$ cat config.mk
export PLATFORM = sky130hd
export DESIGN_NAME = hazard_fwd_ctrl
export DESIGN_NICKNAME = d
export VERILOG_FILES = /design/src/rtl/hazard_fwd_ctrl.sv
export SDC_FILE = /design/constraint.sdc
export NUM_CORES = 1
export LEC_CHECK = 0
export BUFFER_PORTS_ARGS = -buffer_cell sky130_fd_sc_hd__buf_2
export CORE_MARGIN = 8
export CORE_UTILIZATION = 32
export CTS_CLUSTER_SIZE = 28
export DETAILED_ROUTE_END_ITERATION = 8
export GPL_ROUTABILITY_DRIVEN = 0
export PLACE_DENSITY_LB_ADDON = 0.1
export SLEW_MARGIN = 0
export SYNTH_ARGS = -nofsm -noshare
export SYNTH_HDL_FRONTEND = slang
export SYNTH_SLANG_ARGS = --single-unit
$ cat constraint.sdc
create_clock -name clk -period 1.3 [get_ports clk]
set_input_delay 0.195 -clock clk [delete_from_list [all_inputs] [get_ports clk]]
set_output_delay 0.195 -clock clk [all_outputs]
set_load 0.02 [all_outputs]
$ cat src/rtl/hazard_fwd_ctrl.sv
// Hazard/forwarding controller for the EX-stage ALU A operand of the 16-bit pipeline.
// Define HAZARD_FWD_EN for forwarding with load-use stalls; otherwise a pure interlock.
module hazard_fwd_ctrl #(
  parameter int REG_W  = 4,
  parameter int DATA_W = 16
) (
  input  logic              clk,
  input  logic              rst,
  input  logic [REG_W-1:0]  id_src_a,
  input  logic              id_src_a_vld,
  input  logic [REG_W-1:0]  id_dst,
  input  logic              id_we,
  input  logic              id_load,
  input  logic              flush,
  input  logic              hold,
  input  logic [DATA_W-1:0] exmem_result,
  input  logic [DATA_W-1:0] memwb_result,
  output logic              stall_out,
  output logic              bubble_out,
  output logic              alu_a_fowd_en,
  output logic [DATA_W-1:0] alu_a_fowd_data
);

  localparam logic [REG_W-1:0] NO_REG    = {REG_W{1'b1}};
  localparam logic [1:0]       SEL_NONE  = 2'd0;
  localparam logic [1:0]       SEL_EXMEM = 2'd1;
  localparam logic [1:0]       SEL_MEMWB = 2'd2;

  logic [REG_W-1:0] ex_dst_r;
  logic             ex_we_r;
  logic             ex_load_r;
  logic [REG_W-1:0] mem_dst_r;
  logic             mem_we_r;
  logic [1:0]       fwd_sel_r;

  logic       ex_match_s;
  logic       mem_match_s;
  logic       hazard_s;
  logic       stall_s;
  logic [1:0] fwd_sel_nxt_s;

  // Producer matching against the instructions now in EX and MEM
  always_comb begin
    ex_match_s  = id_src_a_vld & ex_we_r & (id_src_a == ex_dst_r) & (id_src_a != NO_REG);
    mem_match_s = id_src_a_vld & mem_we_r & (id_src_a == mem_dst_r) & (id_src_a != NO_REG);
  end

  // Hazard detection and forward-source choice; the youngest producer wins
  always_comb begin
    hazard_s      = 1'b0;
    fwd_sel_nxt_s = SEL_NONE;
`ifdef HAZARD_FWD_EN
    hazard_s = ex_match_s & ex_load_r;
    if (ex_match_s) begin
      fwd_sel_nxt_s = SEL_EXMEM;
    end else if (mem_match_s) begin
      fwd_sel_nxt_s = SEL_MEMWB;
    end else begin
      fwd_sel_nxt_s = SEL_NONE;
    end
`else
    hazard_s      = ex_match_s | mem_match_s;
    fwd_sel_nxt_s = SEL_NONE;
`endif
    // A frozen pipe or a killed instruction never needs a stall of its own
    stall_s = hazard_s & ~flush & ~hold;
  end

  assign stall_out  = stall_s;
  assign bubble_out = stall_s;

  // Tracking registers: advance unless the whole pipe is frozen
  always_ff @(posedge clk or posedge rst) begin
    if (rst) begin
      ex_dst_r  <= NO_REG;
      ex_we_r   <= 1'b0;
      ex_load_r <= 1'b0;
      mem_dst_r <= NO_REG;
      mem_we_r  <= 1'b0;
      fwd_sel_r <= SEL_NONE;
    end else if (!hold) begin
      mem_dst_r <= ex_dst_r;
      mem_we_r  <= ex_we_r;
      if (stall_s || flush) begin
        ex_dst_r  <= NO_REG;
        ex_we_r   <= 1'b0;
        ex_load_r <= 1'b0;
        fwd_sel_r <= SEL_NONE;
      end else begin
        ex_dst_r  <= id_dst;
        ex_we_r   <= id_we;
        ex_load_r <= id_load;
        fwd_sel_r <= fwd_sel_nxt_s;
      end
    end
  end

  // Forward mux driven from the decision registered at ID->EX
  always_comb begin
    alu_a_fowd_en = (fwd_sel_r != SEL_NONE);
    case (fwd_sel_r)
      SEL_EXMEM: alu_a_fowd_data = exmem_result;
      SEL_MEMWB: alu_a_fowd_data = memwb_result;
      default:   alu_a_fowd_data = {DATA_W{1'b0}};
    endcase
  end

endmodule

; Yosys cells after proc, flatten, opt, wreduce, memory -nomap -nowiden
; Cells that the tools add are included.
; W data, S select, Z words.
[word_totals]
register_bits = 10
latchBits = 0
ramBits = 0
mem_bits_ro = 0
input_bits = 47
out_inout_bits = 19
wordCells = 21
memories = 0
[classes]
add_sub_neg = 0
n_mul = 0
div = 0
magnitude_cmp = 0
eq_ne = 3
shift = 0
mux = 2
bitwise = 11
reduce_logical = 1
[ops]
columns = cell, n
row1 = $and A1 B1 Y1, 8
row2 = $eq A4 B4 Y1, 2
row3 = $mux W4, 1
row4 = $ne A4 B4 Y1 const B, 1
row5 = $not A1 Y1, 2
row6 = $logic_or A1 B1 Y1, 1
row7 = $mux W1, 1
row8 = $or A1 B1 Y1, 1

; Longest topological paths before layout
; Gate-level depths: netlist of the first run.
[logic_depth]
word_depth = 8
mapped_depth = 5
mapped_depth_nobuf = 4

; Least setup slack after synthesis of the first run
; Ideal clock, no wire load.
[synth_path]
kind = register -> output
start = register mem_dst_r[0]
end = output port stall_out
arrival_ns = 1.332
t_required_ns = 1.105
slack_ns = -0.227
path_stages_with_launch = 6
n_path_buf = 1
path_cell_list = dfstp_2 -> xor2_1 -> nor3_2 -> nand4_2 -> nand2_1 -> buf_4
[synth_between]
elab_chain_cells = 6
[synth_rtl]
columns = item, line
row1 = start: declaration, 32  ; logic [REG_W-1:0] mem_dst_r;
row2 = start signal: assignment, 82  ; mem_dst_r <= ex_dst_r;
row3 = $eq A4 B4 Y1, 45  ; mem_match_s = id_src_a_vld & mem_we_r & (id_src_a == mem_dst_r) & (id_src_a != NO_REG);
row4 = $and A1 B1 Y1 (2 in series), 45
row5 = $or A1 B1 Y1, 62  ; hazard_s = ex_match_s | mem_match_s;
row6 = $and A1 B1 Y1 (2 in series), 66  ; stall_s = hazard_s & ~flush & ~hold;
row7 = end: declaration, 18  ; output logic stall_out,
; Every way passes these cells.

; Worst setup path after layout of the first run
; Same ends and word-level chain as after synthesis.

==> summary.md, run 1 <==
| Metric | Value |
|---|---|
| Outcome | `finished with violations` |
| Failing checks | `setup timing` |
| Part of the power in the clock network | `about a third` |
| Worst vdd ir | `roughly 0.55 mV` |
| Crit-path max FO | `2` |
| Register area share after synthesis | `a little under two fifths` |
| Final Max Slew Viols | `0` |
| Reg power frac | `45.6%` |
| Final WS setup | `-0.367 ns` |
| Commonest cells in the netlist | `buf_4, dfstp_2, xor2_1, inv_1, nand2_1` |
| EDFF count, synth | `0` |
| Root Buffer | `clkbuf_4` |
| Fmax | `600 MHz` |
| Startpoint types | `flip-flop` |
| Comb pwr share | `21.2%` |
| Crit path cell chain | `xor2_1 > nor3_2 > nand4_2 > nand2_4 > buf_4` |
| DP Wirelength | `about 1200 um` |
| Number of global-route vias before repair | `547` |
| Routed Antenna Nets | `0` |
| Total Routing Usage GR | `around 8.5%` |
| Final hold vios | `0` |
| RSZ-0062 raised after global routing | `yes` |
| I/O pin cnt | `66` |
| Number of cells on the critical path | `5` |
| Starting DRC count in detailed routing | `4` |
| Worst Setup SP | `mem_dst_r[0]` |
| Most common cell in the netlist | `buf_4` |
| Synth Register Bits | `10` |
| Cell Rows | `16` |
| Mapped Area | `around 700 sq um` |
| Final min period | `~1.7 ns` |
| Cell variety after synth | `20` |
| Worst skew pair latency | `roughly 0.26 ns` |
| RR Endpoint | `ex_dst_r[0]` |
| CTS Sinks | `10` |
| Largest area contributor in the netlist | `dfstp_2` |
| Slowest stage cell on the critical path | `dfstp_2` |
| TritonCTS clock tree | `built` |
| Worst reg2reg path depth | `7` |
| HP Class | `in -> reg` |
| Longest Clk Path Bufs | `2` |
| # fillers | `215` |
| Finished layout cell area | `roughly 840 sq um` |
| Hold Path Stages | `3` |
| Port buffer count | `15` |
| Initial antenna violation count | `0` |
| Crit path buf inv count | `1` |
| Lkg Pwr | `0.000415 uW` |
| Switching power share of the total | `between 20% and 30%` |
| Mean post-synth cell area | `~10 sq um` |
| Switching pwr | `roughly 240 uW` |
| H-tree depth | `1` |
| Register-to-register setup slack | `-0.32 ns` |
| Power Density | `986 nW/um^2` |
| Height of the die | `~62 um` |
| Main flop type after synthesis | `dfstp_2` |
| Grt ovf | `0` |
| Drt total wl | `between 1500 and 2000 um` |
| Arrival time worst endpoint | `around 1.5 ns` |
| Via density | `between 4 and 5` |
| Diode count | `0` |
| Starting density of the core | `between 30% and 40%` |
| DRC Markers | `0` |
| Family with the most delay on the worst path | `flip-flops` |
| Synth warn | `0` |
| Tcrit/Tclk final | `128%` |
| Largest net degree at the start of global routing | `20` |
| Synth async-reset ratio | `100%` |
| Top post-synthesis cells by area | `dfstp_2, buf_4, xor2_1` |
| Critical Path End Type | `output pin` |
| Design internal power | `around 590 uW` |
| Layout cells sized above 1 | `a little under half` |
| Final nets | `142` |
| Global-route wire length before repair | `about 2600 um` |
| Critical path's largest stage delay | `roughly 0.54 ns` |
| Core area | `between 1500 and 2000 sq um` |
| Hold slack | `approximately 0.26 ns` |
| Vias after detailed routing | `approximately 520` |
| Layout Skew | `0.000742 ns` |
| Area share of the largest cell type after synthesis | `a little under a third` |
| DIE AREA | `between 3000 and 4000 sq um` |
| CP required | `about 1.1 ns` |
| Final setup viols | `7` |
| CTS clock-pin slew for the worst setup and hold paths | `roughly 0.07 ns` |
| Setup CP Type | `reg -> out` |
| Max-Cap Viols | `0` |
| Initial DRT Pass Iterations | `3` |
| Launch point of the worst reg-to-reg path | `ex_dst_r[3]` |
| Num CTS Buffers | `3` |
| Dpl cell area | `roughly 750 sq um` |
| P&R area growth vs syn | `23.3%` |
| Chip width | `roughly 62 um` |
| Mapped Cells | `70` |
| Crit path capture | `stall_out` |
| Drt wl/cell | `13.0 um` |
| Area of the multi-input gates | `335 sq um` |
| Sequential cell area | `260 sq um` |
[flip-flops by register name, indices dropped and copies added, names as in the netlist]
| signal | count |
|---|---|
| ex_dst_r | 4 |
| ex_we_r | 1 |
| mem_we_r | 1 |
| mem_dst_r | 4 |
[layout make-up]
| class | instances | area share, % |
|---|---|---|
| sequential | 10 | 30.9 |
| tap | 27 | 4.01 |
| timing repair buffer | 24 | 18.7 |
| multi-input combinational | 51 | 39.8 |
| inverter | 5 | 2.23 |
| clock buffer | 4 | 4.31 |
[power by group through the flow]
stage	Sequential (uW)	Clock, uW	Combinational (uW)
finish	379	275	176
global route	383	312	196
CTS	379	289	172
detailed placement	384	0	169
global placement	384	0	169
floorplan	378	0	164
[tightest hold or removal path: cells and delay by family]
| family | cells | cell delay, ns |
|---|---|---|
| compound gates | 1 | 0.17 |
| buf+inv | 1 | 0.08 |
| simple gates | 1 | 0.03 |
[timing repair]
item | CTS | global route
pin swaps | 2 | 3
resized for setup | 2 | 3
cloned | 0 | 0
setup endpoints to repair | 7 | 7
endpoints found under the hold margin | 2 | 0
buffers inserted | 2 | 1
hold buffers | 1 | 0
[logic make-up after synthesis]
group	after synthesis	synth area share [%]
buf+inv	25	23.8
compound gates	9	9.52
other cells	1	0.549
flops	10	38.1
xor+xnor	8	10.3
simple gates	16	16.1
mux	1	1.65
[per-layer routing]
metal	wire [um]	global-route usage, %	share of wire, %	vias to the layer above
met5	0	0	0	-
met3	115	4.12	7.3	2
met1	736	10.7	47	237
li1	-	-	-	255
met4	27	3.50	1.7	0
met2	697	11.8	44	21
[through the flow]
stage | setup TNS, ns | instances | util (%) | worst slack [ns] | power (uW)
floorplan | -0.138 | 86 | - | -0.104 | 542
global placement | -0.939 | 113 | 38.0 | -0.165 | 553
detailed placement | -0.828 | 113 | 38.0 | -0.152 | 553
CTS | -1.89 | 120 | 41.4 | -0.382 | 841
global route | -2.79 | 121 | 42.5 | -0.457 | 892
finish | -2.10 | 121 | 42.5 | -0.367 | 831
[placed cells by master, fill, tap and decap left out, types with 2 or more instances in the layout]
| cell type | count |
|---|---|
| nor3_2 | 2 |
| dfrtp_1 | 2 |
| inv_1 | 5 |
| clkbuf_4 | 3 |
| a32oi_1 | 3 |
| o21ai_0 | 4 |
| buf_4 | 8 |
| nor3_1 | 4 |
| nand4_2 | 2 |
| dfstp_2 | 8 |
| xnor2_1 | 2 |
| buf_6 | 2 |
| xor2_1 | 6 |
| nand2_1 | 4 |
| buf_2 | 13 |
| conb_1 | 17 |
[worst min path at each step]
stage | from | endpoint | slack (ns)
floorplan | rst | ex_we_r | 0.03
global placement | rst | mem_we_r | 0.19
detailed placement | rst | ex_we_r | 0.19
CTS | id_dst[0] | ex_dst_r[0] | 0.26
global route | id_dst[2] | ex_dst_r[2] | 0.25
finish | id_dst[0] | ex_dst_r[0] | 0.26
(Power assumes the default switching activity.)
==> inputs of run 2 (changes only) <==
--- a/config.mk
+++ b/config.mk
@@ -6,6 +6,7 @@
 export NUM_CORES = 1
 export LEC_CHECK = 0
 export BUFFER_PORTS_ARGS = -buffer_cell sky130_fd_sc_hd__buf_2
+export CORE_ASPECT_RATIO = 1.5
 export CORE_MARGIN = 8
 export CORE_UTILIZATION = 32
 export CTS_CLUSTER_SIZE = 28
==> summary.md, run 2 (synthesis gave the netlist of run 1 again) <==
| Metric | Value |
|---|---|
| Starting density of the core | `between 30% and 40%` |
| Longest Clk Path Bufs | `2` |
| Via density | `4.35` |
| Num CTS Buffers | `3` |
| Final WS setup | `-0.360 ns` |
| Startpoint types | `flip-flop` |
| Most frequent cells in the layout | `conb_1, buf_2, buf_4` |
| Arrival time worst endpoint | `1.46 ns` |
| Final min period | `roughly 1.7 ns` |
| Tot Pwr | `between 800 and 900 uW` |
| Drt total wl | `approximately 1500 um` |
| Critical Path End Type | `output pin` |
| Fmax | `602 MHz` |
| Final setup viols | `7` |
| Layout Skew | `approximately 0.003 ns` |
| Lkg Pwr | `0.000426 uW` |
| Routed Antenna Nets | `0` |
| Outcome | `finished with violations` |
| P&R area growth vs syn | `24.5%` |
| Worst vdd ir | `roughly 0.57 mV` |
| Worst skew pair latency | `0.27 ns` |
| Pre-CTS setup slack | `-0.208 ns` |
| Core area | `a little over 2000 sq um` |
| # fillers | `199` |
| Biggest regs | `ex_dst_r (4), mem_dst_r (4)` |
| DIE AREA | `a little under 4000 sq um` |
| Largest net degree at the start of global routing | `20` |
| DP Wirelength | `1220 um` |
| Cell Rows | `20` |
| RSZ-0062 raised after global routing | `yes` |
| Setup CP Type | `reg -> out` |
| Power Density | `a little under 1000 nW/um^2` |
| Diode count | `0` |
| Final nets | `about 150` |
| Chip width | `approximately 54 um` |
| Initial antenna violation count | `0` |
| Most common cell after layout, fill and taps aside | `conb_1` |
| Height of the die | `72.6 um` |
| Setup TNS | `-2.36 ns` |
| Failing checks | `setup timing` |
| Grt ovf | `0` |
| Layout cells sized above 1 | `roughly 46%` |
| Total Routing Usage GR | `~8.3%` |
| Starting DRC count in detailed routing | `14` |
| I/O pin cnt | `66` |
| DRC Markers | `0` |
| Finished layout cell area | `between 800 and 900 sq um` |
| Global-route wire length before repair | `between 2000 and 2500 um` |
| Dpl cell area | `roughly 760 sq um` |
| Final Max Slew Viols | `0` |
| Drt wl/cell | `12.8 um` |
| Port buffer count | `15` |
| H-tree depth | `1` |
| Number of global-route vias before repair | `approximately 570` |
| Vias after detailed routing | `518` |
| HP Class | `in -> reg` |
| CP required | `~1.1 ns` |
| Crit-path max FO | `2` |
| Hold slack | `around 0.26 ns` |
| Crit path cell chain | `xor2_1 > nor3_2 > nand4_2 > nand2_4 > buf_4` |
| CTS clock-pin slew for the worst setup and hold paths | `around 0.07 ns` |
| TritonCTS clock tree | `built` |
| Tcrit/Tclk final | `128%` |
| CTS Sinks | `10` |
| Root Buffer | `clkbuf_4` |
| Max-Cap Viols | `0` |
| Final hold vios | `0` |
| Slowest stage cell on the critical path | `dfstp_2` |
| Initial DRT Pass Iterations | `3` |
| Critical path's largest stage delay | `roughly 0.54 ns` |
[run 2: cell count changes in the layout (fill, tap and decap cells not counted), sizes merged]
| cell | previous run | this run |
|---|---|---|
| buf | 23 | 26 |
[run 2: path summary, 6_finish.rpt]
kind                               from          end  slack [ns]  cells after the start
setup / recovery            ex_dst_r[3]    stall_out       -0.36                      5
hold / removal                id_dst[1]  ex_dst_r[1]        0.26                      3
setup reg to reg           mem_dst_r[2]  ex_dst_r[3]       -0.35                      7
hold reg to reg             ex_dst_r[1]  ex_dst_r[1]        0.49                      2
max in group asynchronous           rst  ex_dst_r[1]        0.53                      3
min in group asynchronous           rst      ex_we_r        0.45                      3
[run 2: critical path, delay by kind of cell, from the launching register on]
family | cells | cell delay, ns
and+or+nand+nor | 3 | 0.45
DFF | 1 | 0.54
xor gates and xnor gates | 1 | 0.07
buffers and inverters | 1 | 0.13
[run 2: power by group]
group / switching [uW] / leakage [uW] / total, uW / internal [uW]
logic: 110 / 0.000294 / 174 / 63.9
clock network: 113 / 0.0000210 / 283 / 170
registers: 20.5 / 0.000110 / 378 / 358
total: 244 / 0.000426 / 836 / 592
[run 2: metrics by stage]
step | util (%) | std cells
floorplan | - | 86
global placement | 37.6 | 110
detailed placement | 37.6 | 110
CTS | 40.9 | 117
global route | 42.0 | 119
finish | 42.0 | 119
[run 2: routing by layer]
metal  track usage, %  vias to the layer above  routed length [um]
met4             4.23                        0                  23
met2             13.5                       18                 788
met1             8.84                      239                 575
li1                 -                      257                   -
met5                0                        -                   0
met3             3.06                        4                 141
[run 2: area by class of cell]
type | count | area (sq um) | area share [%]
timing repair buffer | 27 | 180 | 21.2
tap | 22 | 27.5 | 3.24
clock buffer | 4 | 36.3 | 4.26
multi-input combinational | 51 | 328 | 38.5
sequential | 10 | 260 | 30.6
inverter | 5 | 18.8 | 2.21
[run 2: what timing repair did]
action | 4_1_cts | 5_1_grt
setup endpoints to repair | 7 | 7
resized for setup | 2 | 2
pin swaps | 4 | 4
buffers inserted | 2 | 2
hold buffers | 1 | 0
hold endpoints to repair | 2 | 0
==> inputs of run 3 (changes only) <==
--- a/config.mk
+++ b/config.mk
@@ -6,9 +6,8 @@
 export NUM_CORES = 1
 export LEC_CHECK = 0
 export BUFFER_PORTS_ARGS = -buffer_cell sky130_fd_sc_hd__buf_2
-export CORE_ASPECT_RATIO = 1.5
 export CORE_MARGIN = 8
-export CORE_UTILIZATION = 32
+export CORE_UTILIZATION = 38
 export CTS_CLUSTER_SIZE = 28
 export DETAILED_ROUTE_END_ITERATION = 8
 export GPL_ROUTABILITY_DRIVEN = 0
==> constraint.sdc (replaced) <==
create_clock -name clk -period 1.98 [get_ports clk]
set_input_delay 0.297 -clock clk [delete_from_list [all_inputs] [get_ports clk]]
set_output_delay 0.297 -clock clk [all_outputs]
set_load 0.02 [all_outputs]
==> summary.md, run 3 (synthesis gave the netlist of run 1 again) <==
| Metric | Value |
|---|---|
| Post-CTS Hold Buffers | `0` |
| Biggest regs | `ex_dst_r (4), mem_dst_r (4)` |
| Initial antenna violation count | `0` |
| Global-route wire length before repair | `between 2000 and 2500 um` |
| Crit path buf inv count | `1` |
| Vias after detailed routing | `a little under 500` |
| Final Core Density | `~45%` |
| I/O pin cnt | `66` |
| Height of the die | `58.4 um` |
| Layout cells sized above 1 | `between 40% and 50%` |
| Final setup viols | `0` |
| RSZ-0062 raised after global routing | `no` |
| Number of global-route vias before repair | `between 500 and 600` |
| Max-Cap Viols | `0` |
| Num CTS Buffers | `3` |
| Cell Rows | `15` |
| Outcome | `finished clean` |
| DIE AREA | `3410 sq um` |
| Port buffer count | `15` |
| HP Class | `in -> async` |
| Total Routing Usage GR | `between 8 and 9%` |
| Switching power share of the total | `between 20% and 30%` |
| Layout Skew | `between 0.002 and 0.0025 ns` |
| Core area | `~1700 sq um` |
| Fmax | `between 500 and 600 MHz` |
| Final Max Slew Viols | `0` |
| Largest net degree at the start of global routing | `20` |
| Tcrit/Tclk final | `between 80 and 90%` |
| Chip width | `between 50 and 60 um` |
| Crit-path max FO | `2` |
| Setup TNS | `0 ns` |
| Most common cell after layout, fill and taps aside | `conb_1` |
| Most frequent cells in the layout | `conb_1, buf_2, dfstp_2` |
| Crit path cell chain | `xor2_1 > nor3_2 > nand4_2 > nand2_1 > buf_2` |
| Root Buffer | `clkbuf_4` |
| Drt wl/cell | `around 13 um` |
| # fillers | `~170` |
| Family with the most delay on the worst path | `flip-flops` |
| H-tree depth | `1` |
| Routed Antenna Nets | `0` |
| Design internal power | `between 300 and 400 uW` |
| Starting density of the core | `between 30 and 40%` |
| Post_cts resized | `0` |
| CTS Sinks | `10` |
| Final hold vios | `0` |
| Reg power frac | `46.0%` |
| Longest Clk Path Bufs | `2` |
| Diode count | `0` |
| Worst Setup SP | `mem_dst_r[0]` |
| P&R area growth vs syn | `11.9%` |
| Post-CTS setup buffers | `0` |
| Critical path's largest stage delay | `approximately 0.53 ns` |
| Drt total wl | `roughly 1400 um` |
| Comb pwr share | `20.2%` |
| Setup CP Type | `reg -> out` |
| Worst vdd ir | `between 0.4 and 0.5 mV` |
| Initial DRT Pass Iterations | `4` |
| Lkg Pwr | `between 0.0003 and 0.0004 uW` |
| DP Wirelength | `approximately 1200 um` |
| Part of the power in the clock network | `between 30% and 40%` |
| Starting DRC count in detailed routing | `9` |
| Critical Path End Type | `output pin` |
| Startpoint types | `flip-flop` |
| Switching pwr | `about 160 uW` |
| Final nets | `roughly 140` |
| Worst skew pair latency | `between 0.2 and 0.3 ns` |
| Grt ovf | `0` |
| Power Density | `706 nW/um^2` |
| Via density | `4.30` |
| DRC Markers | `0` |
| Launch point of the worst reg-to-reg path | `mem_dst_r[0]` |
| TritonCTS clock tree | `built` |
| CP required | `1.68 ns` |
| CTS clock-pin slew for the worst setup and hold paths | `around 0.070 ns` |
| Slowest stage cell on the critical path | `dfstp_2` |
| Arrival time worst endpoint | `between 1 and 1.5 ns` |
| Final min period | `roughly 1.8 ns` |
## run 3: area by class of cell
| class | count | area [sq um] | area share [%] |
|---|---|---|---|
| inverters | 5 | 18.8 | 2.45 |
| flip-flops and latches | 10 | 260 | 34.0 |
| clock buffers | 4 | 36.3 | 4.75 |
| multi-input cells | 51 | 320 | 41.9 |
| repair buffers | 18 | 97.6 | 12.8 |
| well taps | 25 | 31.3 | 4.09 |
## run 3: metal layers
metal | global-route usage (%) | routed length, um | vias to the layer above
met4 | 5.24 | 31 | 0
met3 | 3.70 | 106 | 4
li1 | - | - | 241
met1 | 9.08 | 611 | 217
met5 | 0 | 0 | -
met2 | 14.5 | 698 | 24
## run 3: path summary, 6_finish.rpt
kind / end / slack [ns] / depth (start not counted)
min reg2reg: ex_dst_r[2] / 0.49 / 2
min: ex_we_r / 0.01 / 2
max reg2reg: ex_we_r / 0.52 / 5
max in group asynchronous: mem_dst_r[2] / 1.65 / 2
min in group clk: ex_dst_r[2] / 0.36 / 3
max: bubble_out / 0.22 / 5
## run 3: stage by stage
step / power, uW / worst slack [ns] / cells / cell area [sq um] / hold WS [ns]
floorplan: 356 / 0.351 / 86 / 743 / 0.131
global placement: 359 / 0.508 / 109 / 728 / 0.299
detailed placement: 360 / 0.496 / 109 / 728 / 0.306
CTS: 551 / 0.191 / 113 / 764 / 0.0144
global route: 577 / 0.107 / 113 / 764 / 0.0356
finish: 539 / 0.217 / 113 / 764 / 0.0122
## run 3: worst register-to-register path, stage by stage, from the launching register on
cell and delay (ns):
dfstp_2 0.53, xor2_1 0.07, nor3_2 0.20, nand4_2 0.13, buf_4 0.18, a32o_1 0.24
## run 3: power groups by stage
stage               sequential, uW  clock [uW]  combinational, uW
global route                   251         206                121
floorplan                      248           0                107
global placement               251           0                108
detailed placement             251           0                109
CTS                            248         193                109
finish                         248         182                109
